**src/rtl/sockit_spi_rpk.sv**
```systemverilog
// Input-queue repacker: de-interleaves de-serializer lane samples into serial
// bit order and packs them into QDW-bit words for the bus/DMA side, flushing
// partial words on the last-transfer marker and flagging dropped beats.
module sockit_spi_rpk #(
  parameter int unsigned SDW = 8,
  parameter int unsigned QDW = 4*SDW,
  parameter int unsigned SLW = 3
) (
  input  logic           clk,
  input  logic           rst,
  input  logic           qui_vld,
  input  logic [3:0]     qui_ctl,
  input  logic [QDW-1:0] qui_dat,
  output logic           qui_rdy,
  output logic           bus_vld,
  output logic [QDW-1:0] bus_dat,
  output logic [SLW-1:0] bus_cnt,
  output logic           bus_lst,
  output logic           bus_new,
  input  logic           bus_rdy,
  output logic           sts_ovr,
  input  logic           sts_clr
);

  typedef enum logic [1:0] {
    IOM_3WIRE = 2'd0,
    IOM_STD   = 2'd1,
    IOM_DUAL  = 2'd2,
    IOM_QUAD  = 2'd3
  } iom_t;

  // accumulator and output register state
  logic [QDW-1:0] acc_q, acc_d;
  logic [SLW-1:0] acc_cnt_q, acc_cnt_d;
  logic           pend_new_q, pend_new_d;
  logic           bus_vld_q, bus_vld_d;
  logic [QDW-1:0] bus_dat_q, bus_dat_d;
  logic [SLW-1:0] bus_cnt_q, bus_cnt_d;
  logic           bus_lst_q, bus_lst_d;
  logic           bus_new_q, bus_new_d;
  logic           sts_ovr_q, sts_ovr_d;

  // decoded control and beat
  iom_t           iom;
  logic           ctl_new, ctl_lst;
  logic [SDW-1:0] lane [4];
  logic [QDW-1:0] beat;
  logic [SLW:0]   beat_w;
  logic [SLW:0]   cnt_sum;
  logic [QDW-1:0] merged;
  logic           ovf, ofree, flush, accept, overrun;

  assign iom     = iom_t'(qui_ctl[1:0]);
  assign ctl_lst = qui_ctl[2];
  assign ctl_new = qui_ctl[3];

  // split the input word into its four lanes
  always_comb begin
    for (int unsigned i = 0; i < 4; i++) begin
      lane[i] = qui_dat[i*SDW +: SDW];
    end
  end

  // build the beat in serial (MSB-first) order and its width in slots
  always_comb begin
    beat   = '0;
    beat_w = (SLW+1)'(1);
    case (iom)
      IOM_3WIRE: begin
        beat[SDW-1:0] = lane[0];
        beat_w        = (SLW+1)'(1);
      end
      IOM_STD: begin
        beat[SDW-1:0] = lane[1];
        beat_w        = (SLW+1)'(1);
      end
      IOM_DUAL: begin
        for (int unsigned k = 0; k < SDW; k++) begin
          beat[2*k+1] = lane[1][k];
          beat[2*k]   = lane[0][k];
        end
        beat_w = (SLW+1)'(2);
      end
      IOM_QUAD: begin
        for (int unsigned k = 0; k < SDW; k++) begin
          beat[4*k+3] = lane[3][k];
          beat[4*k+2] = lane[2][k];
          beat[4*k+1] = lane[1][k];
          beat[4*k]   = lane[0][k];
        end
        beat_w = (SLW+1)'(4);
      end
      default: begin
        beat   = '0;
        beat_w = (SLW+1)'(1);
      end
    endcase
  end

  // handshake qualifiers
  always_comb begin
    cnt_sum = {1'b0, acc_cnt_q} + beat_w;
    ovf     = (cnt_sum > (SLW+1)'(4));
    ofree   = ~bus_vld_q | bus_rdy;
    qui_rdy = rst & ofree & ~ovf;
    flush   = qui_vld & ovf & ofree & (acc_cnt_q != '0);
    accept  = qui_vld & qui_rdy;
    // a beat stalled for a one-cycle flush is taken next cycle, not lost
    overrun = qui_vld & ~qui_rdy & ~flush;
  end

  // append the beat below the accumulated slots, zeroing slots beyond the count
  always_comb begin
    merged = (acc_q << (beat_w * SDW)) | beat;
    for (int unsigned s = 0; s < 4; s++) begin
      if (s >= 32'(cnt_sum)) begin
        merged[s*SDW +: SDW] = '0;
      end
    end
  end

  // next-state for accumulator, output register and overrun flag
  always_comb begin
    acc_d      = acc_q;
    acc_cnt_d  = acc_cnt_q;
    pend_new_d = pend_new_q;
    bus_vld_d  = bus_vld_q & ~bus_rdy;
    bus_dat_d  = bus_dat_q;
    bus_cnt_d  = bus_cnt_q;
    bus_lst_d  = bus_lst_q;
    bus_new_d  = bus_new_q;

    if (flush) begin
      bus_vld_d  = 1'b1;
      bus_dat_d  = acc_q;
      bus_cnt_d  = acc_cnt_q;
      bus_lst_d  = 1'b0;
      bus_new_d  = pend_new_q;
      acc_d      = '0;
      acc_cnt_d  = '0;
      pend_new_d = 1'b0;
    end else if (accept) begin
      if ((cnt_sum == (SLW+1)'(4)) || ctl_lst) begin
        bus_vld_d  = 1'b1;
        bus_dat_d  = merged;
        bus_cnt_d  = cnt_sum[SLW-1:0];
        bus_lst_d  = ctl_lst;
        bus_new_d  = pend_new_q | ctl_new;
        acc_d      = '0;
        acc_cnt_d  = '0;
        pend_new_d = 1'b0;
      end else begin
        acc_d      = merged;
        acc_cnt_d  = cnt_sum[SLW-1:0];
        pend_new_d = pend_new_q | ctl_new;
      end
    end

    if (overrun) begin
      sts_ovr_d = 1'b1;
    end else if (sts_clr) begin
      sts_ovr_d = 1'b0;
    end else begin
      sts_ovr_d = sts_ovr_q;
    end
  end

  // state registers with asynchronous active-low reset
  always_ff @(posedge clk or negedge rst) begin
    if (!rst) begin
      acc_q      <= '0;
      acc_cnt_q  <= '0;
      pend_new_q <= 1'b0;
      bus_vld_q  <= 1'b0;
      bus_dat_q  <= '0;
      bus_cnt_q  <= '0;
      bus_lst_q  <= 1'b0;
      bus_new_q  <= 1'b0;
      sts_ovr_q  <= 1'b0;
    end else begin
      acc_q      <= acc_d;
      acc_cnt_q  <= acc_cnt_d;
      pend_new_q <= pend_new_d;
      bus_vld_q  <= bus_vld_d;
      bus_dat_q  <= bus_dat_d;
      bus_cnt_q  <= bus_cnt_d;
      bus_lst_q  <= bus_lst_d;
      bus_new_q  <= bus_new_d;
      sts_ovr_q  <= sts_ovr_d;
    end
  end

  assign bus_vld = bus_vld_q;
  assign bus_dat = bus_dat_q;
  assign bus_cnt = bus_cnt_q;
  assign bus_lst = bus_lst_q;
  assign bus_new = bus_new_q;
  assign sts_ovr = sts_ovr_q;

endmodule

```
**config.mk**
```make
export PLATFORM = sky130hd
export DESIGN_NAME = sockit_spi_rpk
export DESIGN_NICKNAME = d
export VERILOG_FILES = /design/src/rtl/sockit_spi_rpk.sv
export SDC_FILE = /design/constraint.sdc
export NUM_CORES = 1
export LEC_CHECK = 0
export BUFFER_PORTS_ARGS = -buffer_cell sky130_fd_sc_hd__buf_2
export CAP_MARGIN = 25
export CORE_AREA = 2 2 84 146
export CTS_CLUSTER_DIAMETER = 200
export CTS_CLUSTER_SIZE = 16
export DETAILED_ROUTE_END_ITERATION = 16
export DIE_AREA = 0 0 86 148
export SLEW_MARGIN = 30
export SYNTH_ARGS = -nofsm -noshare
export SYNTH_HDL_FRONTEND = slang
export SYNTH_SLANG_ARGS = --single-unit
```
**constraint.sdc**
```tcl
create_clock -name clk -period 3.1 [get_ports clk]
set_input_delay 0.155 -clock clk [delete_from_list [all_inputs] [get_ports clk]]
set_output_delay 0.155 -clock clk [all_outputs]
set_load 0.01 [all_outputs]
```
==> out/metrics.csv, run 1 <==
stage,metric,value,unit
outcome,run status,finished with violations,
outcome,failing checks,hold timing,
routing,via count normalized by instance count,5.74,
routing,DRC violation count after routing,0,
die,full die area,12700,um^2
grt,grt ovf,0,
synthesis,proportion of netlist area held by the largest area contributor,0.414,
placement,count of port buffers added during placement,80,
sta,sum of negative setup slack,0,ps
power,switching portion of total power,0.390,
clocking,total number of H-tree levels,3,
power,P per Cell Area,884,nW/um^2
critical_path,worst r2r src,acc_cnt_q[2]$_DFFE_PN0P_,
routing,via count,4065,
power,internal power consumption,2910,uW
sta,Slew @ Worst Pin,718,ps
die,effective utilization at floorplan,0.393,
grt,global-route wire length before repair,21300,um
synthesis,mean post-synth cell area,9.11,um^2
critical_path,Critical Path Most Common Cell,sky130_fd_sc_hd__buf_4,
grt,Total GRT Usage,0.215,
critical_path,crit path capture type,flip-flop,
sta,Final period util,0.932,
grt,largest net degree at the start of global routing,76,
power,Max rail drop VDD,0.000335,V
clocking,Resized Gates After CTS,0,
synthesis,number of nets in the synthesized netlist,541,
synthesis,Mapped Cells,497,
routing,routed wirelength normalized by instance count,18.6,um
die,width of the chip,86,um
synthesis,cell type with the largest total area after synthesis,sky130_fd_sc_hd__dfrtp_1,
clocking,root buffer selected by CTS,sky130_fd_sc_hd__clkbuf_16,
clocking,total of hold buffers inserted after clock tree synthesis,0,
synthesis,cell area after synthesis,4530,um^2
critical_path,data arrival time of the critical path,3130,ps
clocking,number of clock sinks,75,
synthesis,"EDFF count, synth",0,
routing,Detailed Route Iter0 Violations,302,
power,Total Power Consumption,4770,uW
synthesis,share of synthesized area occupied by flip-flops and latches,0.414,
sta,final setup skew,6.71,ps
synthesis,biggest area contributors in the synthesized netlist,"sky130_fd_sc_hd__dfrtp_1, sky130_fd_sc_hd__mux2i_1, sky130_fd_sc_hd__nand2_1",
critical_path,largest driver fanout on the critical path,19,
clocking,number of buffers added by the clock tree synthesis step,9,
critical_path,"Critical Path, Cell by Cell","ha_1, a31oi_1, o31ai_2, buf_4, buf_4, nor2_1, nand3_1, a31o_2, o31ai_1",
placement,detailed placer's ending HPWL,9670,um
critical_path,slowest cell on the critical path,sky130_fd_sc_hd__a31o_2,
power,clock share of power,0.251,
run,number of violations of the max-capacitance limit,0,
finish,Inserted Diodes,0,
die,total I/O pin count,81,
sta,RSZ-0062 raised after global routing,no,
clocking,maximum number of buffers from clock root to sink,2,
finish,"commonest cells after routing, fill and taps aside","sky130_fd_sc_hd__nand2_1, sky130_fd_sc_hd__buf_2, sky130_fd_sc_hd__dfrtp_1, sky130_fd_sc_hd__o21ai_0, sky130_fd_sc_hd__nor2_1",
critical_path,critical path launch point type,flip-flop,
finish,post-layout net count,612,
die,height of the die,148,um
power,switching power of the nets,1860,uW
routing,final wirelength,13200,um
die,number of standard-cell rows in the floorplan,52,
critical_path,launch point of the critical path,acc_cnt_q[2]$_DFFE_PN0P_,
clocking,clock-pin slew on the worst setup and hold paths,60,ps
synthesis,warnings from Yosys,0,
placement,routability-driven placement congestion ratio,0.840,
placement,Post-Place Cell Area,5050,um^2
critical_path,category of the most critical setup path,reg2reg,
synthesis,leading register cell type out of synthesis,sky130_fd_sc_hd__dfrtp_1,
sta,Worst Hold Margin,-16.8,ps
finish,share of post-route cells with drive strength above 1,0.257,
grt,initial antenna violation count,0,
sta,clock period minus worst slack,2890,ps
clocking,CTS tree,done,
power,leakage power summed over all cells,0.00263,uW
hold_path,type of the tightest min-delay check,in2async,
critical_path,largest stage delay on the critical path,450,ps
sta,hold violation total from the final report,31,
sta,Max Slew Vio Count,0,
clocking,insertion delay of the later-clocked pin in the worst-skew pair,340,ps
die,Core Area,11500,um^2
sta,final count of negative-setup-slack endpoints,0,
finish,relative area change from synthesis to final layout,19.2,%
synthesis,count of unique library cells instantiated by Yosys,48,
critical_path,required time of the critical path,3340,ps
finish,final instance area,5400,um^2
finish,"leading cell type in the layout, fill and taps excluded",sky130_fd_sc_hd__nand2_1,
sta,maximum achievable frequency,0.346,GHz
clocking,setup fix buffers added after clock tree synthesis,0,
power,portion of total power attributed to combinational logic,0.414,
routing,detailed-routing iteration count for the pre-antenna-repair pass,5,
sta,relative slew slack,0.518,
routing,Post-DRT Antenna Nets,0,
grt,via count of the first global-routing pass,4069,
finish,post-route core utilization,0.469,
synthesis,flop and latch count out of synthesis,75,
power,power share of the sequential group,0.335,
synthesis,Synth async-reset ratio,1.00,
through the flow:
stage | cells | setup WS, ps
final | 708 | 209
after global routing | 708 | 51.2
after CTS | 708 | 252
after detailed placement | 692 | 270
after global placement | 692 | 336
after floorplan | 497 | 32.4
cell usage after synthesis (2+ instances only):
library cell,count
sky130_fd_sc_hd__o21ai_0,43
sky130_fd_sc_hd__a21o_1,6
sky130_fd_sc_hd__and2_1,4
sky130_fd_sc_hd__o2bb2ai_1,6
sky130_fd_sc_hd__o22a_1,16
sky130_fd_sc_hd__o31ai_1,16
sky130_fd_sc_hd__nand3_1,5
sky130_fd_sc_hd__and3_1,11
sky130_fd_sc_hd__dfrtp_1,75
sky130_fd_sc_hd__nand2_1,85
sky130_fd_sc_hd__clkbuf_1,19
sky130_fd_sc_hd__maj3_1,7
sky130_fd_sc_hd__a21oi_1,30
sky130_fd_sc_hd__a211oi_1,8
sky130_fd_sc_hd__buf_2,16
sky130_fd_sc_hd__mux2i_1,33
sky130_fd_sc_hd__o31ai_2,3
sky130_fd_sc_hd__buf_6,4
sky130_fd_sc_hd__mux2_2,14
sky130_fd_sc_hd__nand2b_1,2
sky130_fd_sc_hd__a211oi_2,7
sky130_fd_sc_hd__a31oi_1,2
sky130_fd_sc_hd__a211o_1,2
sky130_fd_sc_hd__a221o_1,2
sky130_fd_sc_hd__nor2_1,35
sky130_fd_sc_hd__a22o_1,10
sky130_fd_sc_hd__nand4_1,2
sky130_fd_sc_hd__ha_1,3
sky130_fd_sc_hd__inv_1,3
sky130_fd_sc_hd__o21ai_1,10
worst paths after layout:
| check | cells past startpoint | slack (ps) | to |
|---|---|---|---|
| worst max-delay path | 9 | 210 | acc_q[23]$_DFFE_PN0P_ |
| worst min-delay path | 2 | -20 | pend_new_q$_DFFE_PN0P_ |
| worst max register to register | 9 | 210 | acc_q[23]$_DFFE_PN0P_ |
| worst min register to register | 2 | 470 | bus_lst$_DFFE_PN0P_ |
| max in group asynchronous | 2 | 2640 | bus_dat[10]$_DFFE_PN0P_ |
| min in group clk | 2 | 20 | sts_ovr$_DFFE_PN0P_ |
cell families after synthesis:
| kind of cell | after synthesis | synth area share |
|---|---|---|
| AOI/OAI and AO/OA | 170 | 0.264 |
| xor gates and xnor gates | 1 | 0.00193 |
| muxes | 47 | 0.108 |
| buffers and inverters | 45 | 0.0492 |
| and+or+nand+nor | 149 | 0.139 |
| DFF | 75 | 0.414 |
| adders and majority gates | 10 | 0.0238 |
final cells by class:
class	count	area [um^2]
Clock inverter	7	116
Inverter	4	15.0
Clock buffer	9	225
Tap cell	135	169
Sequential cell	75	1880
Multi-Input combinational cell	377	2430
Timing Repair Buffer	101	564
Fill cell	1122	6120
sequential cells by signal, indices dropped and copies added, names as in the netlist:
| register | count |
|---|---|
| bus_cnt | 3 |
| bus_lst | 1 |
| acc_q | 32 |
| acc_cnt_q | 3 |
| bus_new | 1 |
| sts_ovr | 1 |
| bus_dat | 32 |
| pend_new_q | 1 |
| bus_vld | 1 |
power by group through the flow:
stage / Combinational [uW] / Sequential [uW] / Clock, uW
after floorplan: 1260 / 1630 / 0
after global placement: 1940 / 1600 / 0
after detailed placement: 1980 / 1610 / 0
after CTS: 1990 / 1600 / 1220
after global routing: 2200 / 1640 / 1260
final: 1980 / 1600 / 1200
routing by layer:
| layer | global-route usage | part of all wire |
|---|---|---|
| met1 | 0.255 | 0.39 |
| met2 | 0.362 | 0.51 |
| met3 | 0.0352 | 0.046 |
| met4 | 0.121 | 0.051 |
| met5 | 0 | 0 |
worst max-delay path, delay by kind of cell, from the launching register on:
family,cells,cell delay [ps]
compound gates,4,1130
simple gates,2,490
flops,1,420
fa+ha+maj,1,370
buf+inv,2,370
(Power assumes the default switching activity.)
==> run 2: changes to the inputs <==
==> constraint.sdc (replaced) <==
create_clock -name clk -period 3.1 [get_ports clk]
set_input_delay 0.62 -clock clk [delete_from_list [all_inputs] [get_ports clk]]
set_output_delay 0.62 -clock clk [all_outputs]
set_load 0.01 [all_outputs]
==> run 2 against run 1 <==
Against the previous run:
- the run now ends clean
- combinational power increased by 6%
- largest cell class unchanged
- die area is the same
- routed wire length is 0.75% higher
- via count shrank 0.32%
- critical path type is now in2out
- register-to-register slack better by 300 ps
==> out/metrics.csv, run 2 (synthesis results as in run 1) <==
stage,metric,value,unit,change
power,Max rail drop VDD,0.000434,V,+29%
grt,Total GRT Usage,0.218,,+0.00335
grt,most used routing layer in global routing,met2,,
finish,share of post-route cells with drive strength above 1,0.274,,+0.0171
routing,DRC violation count after routing,0,,unchanged
routing,via count normalized by instance count,5.66,,-1.4%
routing,final wirelength,13300,um,+0.75%
clocking,setup fix buffers added after clock tree synthesis,0,,unchanged
clocking,clock-pin slew on the worst setup and hold paths,60,ps,about the same
sta,hold violation total from the final report,0,,-100%
sta,RSZ-0062 raised after global routing,no,,
routing,routed wirelength normalized by instance count,18.6,um,-0.38%
die,number of standard-cell rows in the floorplan,52,,unchanged
die,total I/O pin count,81,,unchanged
routing,detailed-routing iteration count for the pre-antenna-repair pass,4,,-1
grt,via count of the first global-routing pass,4053,,-0.39%
clocking,total number of H-tree levels,3,,unchanged
critical_path,critical path launch point type,input pin,,
critical_path,crit path capture type,output port,,
grt,met3 usage in global routing,0.0285,,-0.00670
sta,Max Slew Vio Count,0,,unchanged
power,P per Cell Area,862,nW/um^2,-2.5%
finish,Final Instance Count excl. Fillers,716,,+1.1%
grt,GRT met2 Usage,0.376,,+0.0143
die,width of the chip,86,um,unchanged
sta,Final period util,0.939,,+0.00642
clocking,insertion delay of the later-clocked pin in the worst-skew pair,340,ps,about the same
critical_path,data arrival time of the critical path,2290,ps,-840 ps
finish,relative area change from synthesis to final layout,20.7,%,
finish,number of fill cells,1150,,+2.5%
grt,global-route met1 utilization,0.264,,+0.00896
die,Core Area,11500,um^2,unchanged
sta,final setup skew,5.01,ps,-1.71 ps
hold_path,type of the tightest min-delay check,in2async,,
clocking,maximum number of buffers from clock root to sink,2,,unchanged
clocking,root buffer selected by CTS,sky130_fd_sc_hd__clkbuf_16,,
die,height of the die,148,um,unchanged
placement,count of port buffers added during placement,80,,unchanged
finish,"leading cell type in the layout, fill and taps excluded",sky130_fd_sc_hd__nand2_1,,
clocking,Resized Gates After CTS,0,,unchanged
critical_path,category of the most critical setup path,in2out,,
sta,relative slew slack,0.547,,+0.0292
sta,clock period minus worst slack,2910,ps,+19.9 ps
routing,via count,4052,,-0.32%
placement,routability-driven placement congestion ratio,0.863,,+2.7%
grt,initial antenna violation count,0,,unchanged
finish,"commonest cells after routing, fill and taps aside","sky130_fd_sc_hd__nand2_1, sky130_fd_sc_hd__buf_2, sky130_fd_sc_hd__dfrtp_1, sky130_fd_sc_hd__o21ai_0, sky130_fd_sc_hd__nor2_1",,
grt,global-route wire length before repair,21500,um,+1.0%
sta,Slew @ Worst Pin,679,ps,-39.0 ps
placement,Placed Instances,700,,+1.2%
power,leakage power summed over all cells,0.00266,uW,+1.2%
grt,largest net degree at the start of global routing,76,,unchanged
placement,detailed placer's ending HPWL,9740,um,+0.67%
run,number of violations of the max-capacitance limit,0,,unchanged
clocking,total of hold buffers inserted after clock tree synthesis,0,,unchanged
clocking,number of clock sinks,75,,unchanged
routing,Post-DRT Antenna Nets,0,,unchanged
clocking,number of buffers added by the clock tree synthesis step,9,,unchanged
sta,final count of negative-setup-slack endpoints,0,,unchanged
finish,post-layout net count,620,,+1.3%
die,full die area,12700,um^2,unchanged
finish,Inserted Diodes,0,,unchanged
clocking,CTS tree,done,,
critical_path,largest driver fanout on the critical path,5,,-14
routing,Detailed Route Iter0 Violations,314,,+4.0%
critical_path,required time of the critical path,2480,ps,-860 ps
grt,grt ovf,0,,unchanged
outcome,run status,finished clean,,
sta,maximum achievable frequency,0.344,GHz,-0.68%
finish,post-route core utilization,0.475,,+0.00619
die,effective utilization at floorplan,0.393,,unchanged
run 2: area by class of cell:
type	count	area [um^2]	area share
clock buffers	15	288	0.0526
clock inverters	1	5.00	0.000915
inverters	4	20.0	0.00366
multi-input cells	377	2460	0.450
flip-flops and latches	75	1880	0.343
well taps	135	169	0.0309
repair buffers	109	649	0.119
run 2: per-layer routing:
| metal | up-vias | wire [um] |
|---|---|---|
| met1 | 1930 | 5350 |
| li1 | 1963 | - |
| met5 | - | 0 |
| met4 | 0 | 459 |
| met2 | 130 | 6910 |
| met3 | 29 | 577 |
run 2: worst paths after layout:
kind / start / endpoint / slack, ps / depth (start not counted)
worst max-delay path: qui_ctl[0] / qui_rdy / 190 / 8
worst min-delay path: rst / bus_cnt[1]$_DFFE_PN0P_ / 420 / 2
worst max register to register: acc_cnt_q[0]$_DFFE_PN0P_ / acc_q[13]$_DFFE_PN0P_ / 510 / 7
worst min register to register: bus_lst$_DFFE_PN0P_ / bus_lst$_DFFE_PN0P_ / 470 / 2
max in group asynchronous: rst / bus_dat[4]$_DFFE_PN0P_ / 2200 / 2
min in group clk: sts_clr / sts_ovr$_DFFE_PN0P_ / 470 / 2
run 2: critical path, stage by stage:
cell and delay, ps:
sky130_fd_sc_hd__buf_2 120, sky130_fd_sc_hd__nand2b_1 200, sky130_fd_sc_hd__xnor2_1 150, sky130_fd_sc_hd__ha_1 280, sky130_fd_sc_hd__or2_2 320, sky130_fd_sc_hd__a21oi_1 190
sky130_fd_sc_hd__and3_1 250, sky130_fd_sc_hd__buf_2 150
run 2: power breakdown:
part / switching [uW] / internal (uW) / total [uW]
Combinational: 1210 / 886 / 2090
Clock: 396 / 629 / 1020
Sequential: 272 / 1320 / 1590
run 2: metrics by stage:
step	setup TNS [ps]	hold WS (ps)	power, uW	setup slack (ps)	area [um^2]
floorplan	-2060	324	2930	-102	4650
global placement	0	460	3670	101	5170
detailed placement	0	464	3700	44.8	5170
CTS	0	466	4740	201	5470
global route	0	483	5040	94.8	5470
finish	0	419	4710	189	5470
==> run 3: changes to the inputs <==
--- a/config.mk
+++ b/config.mk
@@ -5,13 +5,13 @@
 export SDC_FILE = /design/constraint.sdc
 export NUM_CORES = 1
 export LEC_CHECK = 0
-export BUFFER_PORTS_ARGS = -buffer_cell sky130_fd_sc_hd__buf_2
 export CAP_MARGIN = 25
 export CORE_AREA = 2 2 84 146
 export CTS_CLUSTER_DIAMETER = 200
 export CTS_CLUSTER_SIZE = 16
 export DETAILED_ROUTE_END_ITERATION = 16
 export DIE_AREA = 0 0 86 148
+export DONT_BUFFER_PORTS = 1
 export SLEW_MARGIN = 30
 export SYNTH_ARGS = -nofsm -noshare
 export SYNTH_HDL_FRONTEND = slang
==> run 3 against run 2 <==
Against the previous run:
- largest power group is now registers
- hold slack got worse by 250 ps
- die area did not move
- largest cell class unchanged
- first-iteration DRC count rose by 12%
- maximum frequency rose by 0.51%
- via count fell by 5.5%
- combinational power fell by 21%
==> out/metrics.csv, run 3 (synthesis results as in run 1) <==
stage,metric,value,unit,change
sta,hold violation total from the final report,0,,unchanged
grt,Total GRT Usage,0.215,,-0.00367
power,leakage power summed over all cells,0.00226,uW,-15%
grt,initial antenna violation count,0,,unchanged
power,switching portion of total power,0.414,,+0.0158
power,Total Power Consumption,4340,uW,-8.0%
finish,post-layout net count,533,,-14%
clocking,CTS tree,done,,
placement,detailed placer's ending HPWL,9750,um,about the same
sta,Final period util,0.934,,-0.00481
critical_path,category of the most critical setup path,reg2reg,,
power,portion of total power attributed to combinational logic,0.381,,-0.063
grt,most used routing layer in global routing,met2,,
sta,relative slew slack,0.550,,+0.00275
placement,Placed Instances,612,,-13%
sta,Worst Slack Setup Final,204,ps,+14.9 ps
sta,Max Slew Vio Count,0,,unchanged
die,Core Area,11500,um^2,unchanged
power,clock share of power,0.214,,-0.003
critical_path,logic depth of the worst register-to-register path,10,,+3
grt,global-route wire length before repair,21100,um,-1.6%
grt,global-route met1 utilization,0.251,,-0.0132
clocking,number of buffers added by the clock tree synthesis step,9,,unchanged
sta,final setup skew,6.23,ps,+1.22 ps
critical_path,worst setup slack for register-to-register paths,200,ps,-310 ps
critical_path,critical path launch point type,flip-flop,,
critical_path,crit path capture type,flip-flop,,
routing,via count normalized by instance count,6.09,,+7.6%
grt,via count of the first global-routing pass,3863,,-4.7%
clocking,total number of H-tree levels,3,,unchanged
grt,GRT met2 Usage,0.364,,-0.0120
finish,Inserted Diodes,0,,unchanged
critical_path,r2r endpoint,bus_dat[14]$_DFFE_PN0P_,,
clocking,clock-pin slew on the worst setup and hold paths,50,ps,about the same
clocking,setup fix buffers added after clock tree synthesis,0,,unchanged
routing,Post-DRT Antenna Nets,0,,unchanged
power,P per Cell Area,870,nW/um^2,+1.0%
finish,share of post-route cells with drive strength above 1,0.144,,-0.130
routing,Detailed Route Iter0 Violations,353,,+12%
power,power share of the sequential group,0.406,,+0.068
routing,detailed-routing iteration count for the pre-antenna-repair pass,5,,+1
critical_path,worst r2r src,acc_cnt_q[0]$_DFFE_PN0P_,,
clocking,root buffer selected by CTS,sky130_fd_sc_hd__clkbuf_16,,
routing,routed wirelength normalized by instance count,21.1,um,+14%
grt,largest net degree at the start of global routing,76,,unchanged
die,full die area,12700,um^2,unchanged
finish,"leading cell type in the layout, fill and taps excluded",sky130_fd_sc_hd__nand2_1,,
routing,final wirelength,13300,um,-0.19%
run,number of violations of the max-capacitance limit,0,,unchanged
routing,DRC violation count after routing,0,,unchanged
clocking,number of clock sinks,75,,unchanged
sta,final count of negative-setup-slack endpoints,0,,unchanged
die,number of standard-cell rows in the floorplan,52,,unchanged
placement,routability-driven placement congestion ratio,0.836,,-3.2%
sta,maximum achievable frequency,0.345,GHz,+0.51%
die,effective utilization at floorplan,0.393,,unchanged
power,Max rail drop VDD,0.000481,V,+11%
finish,relative area change from synthesis to final layout,10.0,%,
critical_path,required time of the critical path,3370,ps,+890 ps
finish,"commonest cells after routing, fill and taps aside","sky130_fd_sc_hd__nand2_1, sky130_fd_sc_hd__dfrtp_1, sky130_fd_sc_hd__o21ai_0, sky130_fd_sc_hd__nor2_1, sky130_fd_sc_hd__mux2i_1",,
outcome,run status,finished clean,,
power,internal power consumption,2540,uW,-10%
routing,via count,3829,,-5.5%
clocking,insertion delay of the later-clocked pin in the worst-skew pair,330,ps,about the same
placement,Post-Place Worst Slack,-82.7,ps,-127 ps
grt,grt ovf,0,,unchanged
clocking,maximum number of buffers from clock root to sink,2,,unchanged
placement,count of port buffers added during placement,0,,-100%
critical_path,data arrival time of the critical path,3170,ps,+880 ps
sta,Slew @ Worst Pin,675,ps,-4.22 ps
die,total I/O pin count,81,,unchanged
sta,clock period minus worst slack,2900,ps,-14.9 ps
finish,Final Instance Count excl. Fillers,629,,-12%
critical_path,largest driver fanout on the critical path,18,,+13
power,switching power of the nets,1800,uW,-4.3%
sta,RSZ-0062 raised after global routing,no,,
die,width of the chip,86,um,unchanged
hold_path,type of the tightest min-delay check,in2async,,
die,height of the die,148,um,unchanged
grt,met3 usage in global routing,0.0547,,+0.0262
-- run 3: changes by cell type in the layout (fill, tap and decap cells not counted) --
cell	before	now
sky130_fd_sc_hd__buf_2	79	0
sky130_fd_sc_hd__buf_4	27	20
sky130_fd_sc_hd__o21ai_2	0	1
sky130_fd_sc_hd__clkbuf_1	2	4
sky130_fd_sc_hd__clkinv_2	1	3
sky130_fd_sc_hd__o21ai_1	10	9
sky130_fd_sc_hd__clkbuf_8	4	0
sky130_fd_sc_hd__buf_12	2	1
sky130_fd_sc_hd__buf_16	0	1
sky130_fd_sc_hd__buf_6	1	0
-- run 3: cell type report --
type                    instances  area (um^2)
clock buffers                  13          240
flip-flops and latches         75         1880
inverters                       4         20.0
well taps                     135          169
multi-input cells             377         2460
repair buffers                 22          198
clock inverters                 3         15.0
fillers                      1101         6530
-- run 3: worst max path at each step --
stage | start | to | slack, ps | cells after the start
2_1_floorplan | qui_ctl[1] | bus_dat[1]$_DFFE_PN0P_ | -100 | 15
3_3_place_gp | qui_ctl[0] | bus_dat[11]$_DFFE_PN0P_ | 30 | 10
3_5_place_dp | qui_ctl[0] | bus_dat[14]$_DFFE_PN0P_ | -80 | 11
4_1_cts | acc_cnt_q[0]$_DFFE_PN0P_ | bus_dat[14]$_DFFE_PN0P_ | 220 | 10
5_1_grt | acc_cnt_q[1]$_DFFE_PN0P_ | bus_dat[10]$_DFFE_PN0P_ | 30 | 9
6_report | acc_cnt_q[0]$_DFFE_PN0P_ | bus_dat[14]$_DFFE_PN0P_ | 200 | 10
-- run 3: per-layer routing --
metal / vias to the layer above / wire (um)
met3: 30 / 776
met1: 1873 / 5210
met2: 133 / 6760
met5: - / 0
met4: 0 / 522
li1: 1793 / -
-- run 3: timing repair --
action / CTS / global route
resized for setup: 0 / 0
hold endpoints to repair: 75 / 0
hold buffers: 1 / 0
-- run 3: worst max-delay path: stages, from the launching register on --
cell	delay [ps]
sky130_fd_sc_hd__dfrtp_1	420
sky130_fd_sc_hd__ha_2	220
sky130_fd_sc_hd__ha_1	300
sky130_fd_sc_hd__or2_2	320
sky130_fd_sc_hd__nand4_1	140
sky130_fd_sc_hd__a2bb2oi_2	220
sky130_fd_sc_hd__buf_4	270
sky130_fd_sc_hd__o21ai_1	250
sky130_fd_sc_hd__a211oi_1	390
sky130_fd_sc_hd__buf_4	190
sky130_fd_sc_hd__o22a_1	120
-- run 3: power groups by stage --
stage / registers, uW / logic [uW] / clock network (uW)
after floorplan: 1630 / 1290 / 0
after global placement: 1780 / 1580 / 0
after detailed placement: 1790 / 1620 / 0
after CTS: 1770 / 1650 / 942
after global routing: 1800 / 1850 / 997
final: 1760 / 1650 / 927
-- run 3: metrics by stage --
step	hold slack [ps]	setup TNS, ps	util	instance area (um^2)
6_report	166	0	0.433	4980
3_5_place_dp	327	-340	0.408	4700
3_3_place_gp	327	0	0.408	4700
5_1_grt	189	0	0.433	4980
4_1_cts	193	0	0.433	4980
2_1_floorplan	324	-2060	-	4650
